## config.mk

```make
export PLATFORM = sky130hd
export DESIGN_NAME = regfile_dump
export DESIGN_NICKNAME = d
export VERILOG_FILES = /design/src/rtl/regfile_dump_pkg.sv /design/src/rtl/regfile_dump.sv
export SDC_FILE = /design/constraint.sdc
export NUM_CORES = 1
export LEC_CHECK = 0
export BUFFER_PORTS_ARGS = -buffer_cell sky130_fd_sc_hd__buf_2
export CORE_MARGIN = 2
export CORE_UTILIZATION = 46
export CTS_BUF_LIST = sky130_fd_sc_hd__clkbuf_8 sky130_fd_sc_hd__clkbuf_16
export DETAILED_ROUTE_END_ITERATION = 12
export GPL_TIMING_DRIVEN = 0
export PLACE_DENSITY = 0.82
export SLEW_MARGIN = 20
export SYNTH_ARGS = -nofsm -noshare
export SYNTH_HDL_FRONTEND = slang
export SYNTH_SLANG_ARGS = --single-unit
export TNS_END_PERCENT = 50
```

## constraint.sdc

```tcl
create_clock -name clk -period 2.3 [get_ports clk]
set_clock_uncertainty 0.05 [all_clocks]
set_input_delay 0.345 -clock clk [delete_from_list [all_inputs] [get_ports clk]]
set_output_delay 0.345 -clock clk [all_outputs]
set_load 0.03 [all_outputs]
```

## src/rtl/regfile_dump_pkg.sv

```systemverilog
// Shared definitions for the register-file dump engine.
//   DATA_W_DEF / ADDR_W_DEF : default register width and index width
//   state_t                 : dump FSM state encoding
package regfile_dump_pkg;

  localparam int DATA_W_DEF = 64;
  localparam int ADDR_W_DEF = 5;

  typedef enum logic [1:0] {
    ST_IDLE = 2'd0,
    ST_READ = 2'd1,
    ST_SEND = 2'd2,
    ST_FIN  = 2'd3
  } state_t;

endpackage

```

## src/rtl/regfile_dump.sv

```systemverilog
// Walks a range of architectural registers through the RegisterFile read port
// and streams each (index, value) pair out over a valid/ready interface.
//   clk, rst        : clock, synchronous active-high reset
//   start/first/last: dump request, inclusive index range, sampled in IDLE
//   rn, data1       : RegisterFile read address / combinational read data
//   out_valid/ready : beat handshake; out_data/out_idx carry the beat
//   busy, done      : activity flag, one-cycle completion pulse
module regfile_dump
  import regfile_dump_pkg::*;
#(
  parameter int DATA_W = DATA_W_DEF,
  parameter int ADDR_W = ADDR_W_DEF
) (
  input  logic              clk,
  input  logic              rst,
  input  logic              start,
  input  logic [ADDR_W-1:0] first,
  input  logic [ADDR_W-1:0] last,
  output logic [ADDR_W-1:0] rn,
  input  logic [DATA_W-1:0] data1,
  output logic              out_valid,
  input  logic              out_ready,
  output logic [DATA_W-1:0] out_data,
  output logic [ADDR_W-1:0] out_idx,
  output logic              busy,
  output logic              done
);

  state_t            state;
  logic [ADDR_W-1:0] idx;
  logic [ADDR_W-1:0] last_q;

  // The read address is the walking index itself, in every state.
  assign rn = idx;

  // out_valid, busy and done are registered alongside the state so they
  // change exactly on the state transitions that define them.
  always_ff @(posedge clk) begin
    if (rst) begin
      state     <= ST_IDLE;
      idx       <= '0;
      last_q    <= '0;
      out_data  <= '0;
      out_idx   <= '0;
      out_valid <= 1'b0;
      busy      <= 1'b0;
      done      <= 1'b0;
    end else begin
      case (state)
        ST_IDLE: begin
          if (start) begin
            busy <= 1'b1;
            if (first <= last) begin
              idx    <= first;
              last_q <= last;
              state  <= ST_READ;
            end else begin
              // Empty range: no beats, straight to completion.
              state <= ST_FIN;
              done  <= 1'b1;
            end
          end
        end
        ST_READ: begin
          out_data  <= data1;
          out_idx   <= idx;
          out_valid <= 1'b1;
          state     <= ST_SEND;
        end
        ST_SEND: begin
          if (out_ready) begin
            out_valid <= 1'b0;
            // Compare before incrementing so the index never wraps past 31.
            if (idx == last_q) begin
              state <= ST_FIN;
              done  <= 1'b1;
            end else begin
              idx   <= idx + 1'b1;
              state <= ST_READ;
            end
          end
        end
        ST_FIN: begin
          done  <= 1'b0;
          busy  <= 1'b0;
          state <= ST_IDLE;
        end
        default: begin
          state     <= ST_IDLE;
          out_valid <= 1'b0;
          busy      <= 1'b0;
          done      <= 1'b0;
        end
      endcase
    end
  end

endmodule
```

## After elaboration in Yosys (flattened, before gate mapping)

Index checks and enable logic that the tools add are counted.
Widths: inputs -> output; s select.

| storage, ports and cells | value |
|---|---|
| register bits | 84 |
| input port bits | 78 |
| output and inout port bits | 77 |
| logic and storage cells | 50 |

| operators by class | value |
|---|---|
| add/sub/neg operators | 1 |
| order comparisons | 1 |
| eq/ne operators | 10 |
| muxes and demuxes | 19 |
| reductions and logical operators | 11 |

Operator list:

| operator | count |
|---|---|
| $mux 5 | 4 |
| $ne 2x2->1 const B | 6 |
| $pmux 5 s2 | 1 |
| $reduce_and 5->1 | 2 |
| $mux 2 | 4 |
| $pmux 2 s4 | 1 |
| $mux 1 | 6 |
| $reduce_and 2->1 | 3 |
| $reduce_bool 2->1 | 3 |
| $add 5x1->5 const B | 1 |
| $eq 5x5->1 | 1 |
| $le 5x5->1 | 1 |
| $eq 2x2->1 const B | 2 |
| $pmux 1 s2 | 2 |
| $pmux 1 s3 | 1 |
| $reduce_and 3->1 | 1 |
| $reduce_bool 3->1 | 1 |
| $eq 2x1->1 const B | 1 |
| $logic_not 2->1 | 1 |

## Logic depth before layout (Yosys ltp)

| logic depth | value |
|---|---|
| depth in word-level cells | 4 |
| mapped depth | 7 |
| gate-level depth less buffers | 7 |

## Worst setup path after synthesis

OpenSTA, ideal clock, no wires.

| timing path | value |
|---|---|
| kind | input port to flip-flop |
| from | input last[3] |
| to | register idx[0], in the netlist rn[0] |
| setup time | 0.120 ns |
| arrival | 1.670 ns |
| path slack | 0.460 ns |
| stages | 7 |
| buffers on the path | 0 |
| cells stage by stage | inv_1 > ha_1 > and3_1 > and3_1 > a211oi_2 > nor3_1 > a211o_1 |

| between the ends | value |
|---|---|
| longest elaborated chain between the ends | 3 |

RTL lines:

| element | RTL line | RTL |
|---|---|---|
| start: declaration | regfile_dump.sv:18 | `input logic [ADDR_W-1:0] last,` |
| $le 5x5->1 | regfile_dump.sv:53 | `if (first <= last) begin` |
| $ne 2x2->1 (no line) | -- |  |
| $reduce_and 5->1 (no line) | -- |  |
| end signal: assignment | regfile_dump.sv:54 | `idx <= first;` |
| end signal: assignment | regfile_dump.sv:78 | `idx <= idx + 1'b1;` |
| end: declaration | regfile_dump.sv:30 | `logic [ADDR_W-1:0] idx;` |

No other way between the ends.
A chain may end at the register's enable or synchronous reset.

## Worst setup path after layout

| timing path | value |
|---|---|
| from | register state[1] |
| to | register out_data[62] |

| between the ends | value |
|---|---|
| longest elaborated chain between the ends | 1 |

RTL lines:

| element | RTL line | RTL |
|---|---|---|
| start: declaration | regfile_dump.sv:29 | `state_t state;` |
| start signal: assignment | regfile_dump.sv:40 | `state <= ST_IDLE;` |
| start signal: assignment | regfile_dump.sv:56 | `state <= ST_READ;` |
| start signal: assignment | regfile_dump.sv:59 | `state <= ST_FIN;` |
| $eq 2x1->1 | regfile_dump.sv:49 | `case (state)` |
| end signal: assignment | regfile_dump.sv:65 | `out_data <= data1;` |
| end: declaration | regfile_dump.sv:23 | `output logic [DATA_W-1:0] out_data,` |

No other way between the ends.

==> results.cfg <==
[clock_network]
cts_hold_buffers = 0
cts_sinks = 84
cts_setup_buffers = 0
cts_tree = done
worst_setup_hold_path_clk_slew_ns = 0.09
cts_resized = 0
clk_latency_ns = 0.34
cts_htree_levels = 3
ctsRootBufferMaster = clkbuf_8
clock_path_buffers = 2
numCtsBuffers = 9

[floorplanning]
fp.dieArea_sq_um = 7860
core_area_sq_um = 6870
start_util_pct = 48.0
rows = 30
die_height_microns = 88.6
io_pins = 155
die_w_microns = 88.6

[yosys]
yosys-top-cells-area = dfxtp_1 51%, nand2_1 16%, a21oi_1 12%
synth-seq-cells = 84
synth_cell_types = 30
synth_top_area_share_pct = 51.0
synth_common_cells = 140 x nand2_1, 84 x dfxtp_1, 79 x a21oi_1
synth_edf_count = 0
netlist_instances = 417
ys_warn_count = 0
synth_fp_nets = 501
netlist_area_sq_um = 3300
synth_top_area_cell = dfxtp_1
synth.avg_cell_area_sq_um = 7.90
yosysMostFrequentCell = nand2_1
synth-async-reset-ratio_pct = 0
ys.flop_type = dfxtp_1
ys_seq_area_share_pct = 51.0

[detailed_routing]
vias = 3285
drt_first_pass_iters = 4
vias_per_cell = 4.81
postRouteAntennaNets = 0
route.detailed.drc = 0
initialDrtViolationCount = 149
avgRoutedWirePerCell_microns = 12.2
wirelength_mm = 8.35

[grt]
grt_pass1_wl_mm = 13.3
grt.busiest_layer = met2
grt_pass1_vias = 2998
use_met3_pct = 7.09
antenna_found_initial = 0
grt_max_degree = 16
track_usage_pct = 21.4
use_met1_pct = 26.1
grt-ovfl-total = 0
met2_usage_pct = 35.4

[sta]
maxSlewViolCount = 0
period_share_pct = 83.6
worst_slack_ns = 0.377
rsz0062_at_grt = no
slew_headroom_pct = 67.3
hold_viol = 0
timing.setup.tns_ns = 0
setup_viol = 0
period_needed_ns = 1.92
worst_pin_slew_ns = 0.490
fmax_mhz = 520

[power_and_ir_drop]
p_leak_uw = 0.00204
power.total_uw = 3600
ir_worst_vdd_v = 0.000476
powerDensity_nw_per_um2 = 819

[placed_design]
hpwl_mm = 6.31
gp_congestion = 0.845
preCtsSetupSlack_ns = 0.201
portBuffers = 154

[outcome]
outcome = finished clean

[cells_and_area]
nNetsFinal = 666
syn2layout_area_growth_pct = 33.4
fill_cells = 646
diodes = 0
final_layout_size_suffix_gt1_share_pct = 29.6

[setup_path]
cp.arrival_ns = 2.14
crit_path_start_kind = flop
critical_path_class = reg2reg
cp_max_fo = 10
ff2ff_path_depth = 6
endpoint_kind = flop
crit_required_ns = 2.51

[min_path]
whs_path_depth = 3
holdCritPathClass = in2reg

[job]
cap_violations = 0
[final timing paths]
path | startpoint | endpoint | slack (ns)
setup / recovery | state[1] | out_data[62] | 0.38
hold / removal | data1[11] | out_data[11] | 0.18
setup reg to reg | state[1] | out_data[62] | 0.38
hold reg to reg | out_data[11] | out_data[11] | 0.40
[critical path, stage by stage, from the launching register on]
cell and delay [ns]:
dfxtp_1 0.38, nand2b_1 0.11, clkbuf_1 0.30, clkbuf_1 0.36, clkbuf_1 0.37, nand2_1 0.12, a21oi_1 0.15
[power breakdown]
part	internal (uW)	switching, uW
Combinational	295	580
Clock	541	524
Sequential	1580	87.2
Total	2410	1190
[flip-flops by register name, summed over array words and instances (netlist names)]
register,count
out_data,64
last_q,5
out_idx,5
rn,5
state,2
busy,1
done,1
out_valid,1
[cells by family after synthesis]
group | after synthesis | share of synthesized area, %
AO/OA/AOI/OAI | 106 | 17.8
buffers and inverters | 34 | 3.99
multiplexers | 3 | 0.911
flip-flops | 84 | 51.0
adder cells (fa/ha/maj) | 6 | 2.28
XOR/XNOR | 8 | 2.13
AND/OR/NAND/NOR | 176 | 21.8
[cell type report]
| type | count | area (sq um) | area share (%) |
|---|---|---|---|
| inverters | 6 | 22.5 | 0.512 |
| clock buffers | 10 | 138 | 3.13 |
| flip-flops and latches | 84 | 1680 | 38.2 |
| well taps | 96 | 120 | 2.73 |
| multi-input cells | 299 | 1480 | 33.7 |
| repair buffers | 154 | 771 | 17.5 |
| clock inverters | 6 | 72.6 | 1.65 |
| plain buffers | 28 | 109 | 2.48 |
[cell usage in the layout (no fill, tap or decap), types with 2 or more instances in the layout]
cell type / Yosys / routed
a211o_1: 3 / 3
a211oi_1: 3 / 3
a21o_1: 3 / 3
a21oi_1: 79 / 79
and3_1: 2 / 2
buf_2: 2 / 156
clkbuf_1: 24 / 24
clkbuf_8: 0 / 10
clkinv_4: 0 / 3
dfxtp_1: 84 / 84
ha_1: 6 / 6
inv_1: 6 / 6
mux2i_1: 3 / 3
nand2_1: 140 / 140
nand2b_1: 7 / 7
nand3_1: 7 / 7
nor2_1: 8 / 8
nor2b_1: 8 / 8
nor3_1: 3 / 3
o21ai_0: 11 / 11
xor2_1: 7 / 7
[metrics by stage]
step	util [%]	area, sq um	hold WS [ns]	instances
after CTS	64.0	4400	0.160	683
after detailed placement	60.9	4190	0.395	667
after global placement	60.9	4190	0.389	667
after global routing	64.0	4400	0.154	683
after floorplan	-	3300	0.395	417
final	64.0	4400	0.182	683
[metal layers]
metal	wire, microns	part of all wire, %
met5	0	0
met4	51	0.61
met3	733	8.8
met2	3920	47
met1	3650	44
No activity file was read; power rests on OpenSTA's default activity.
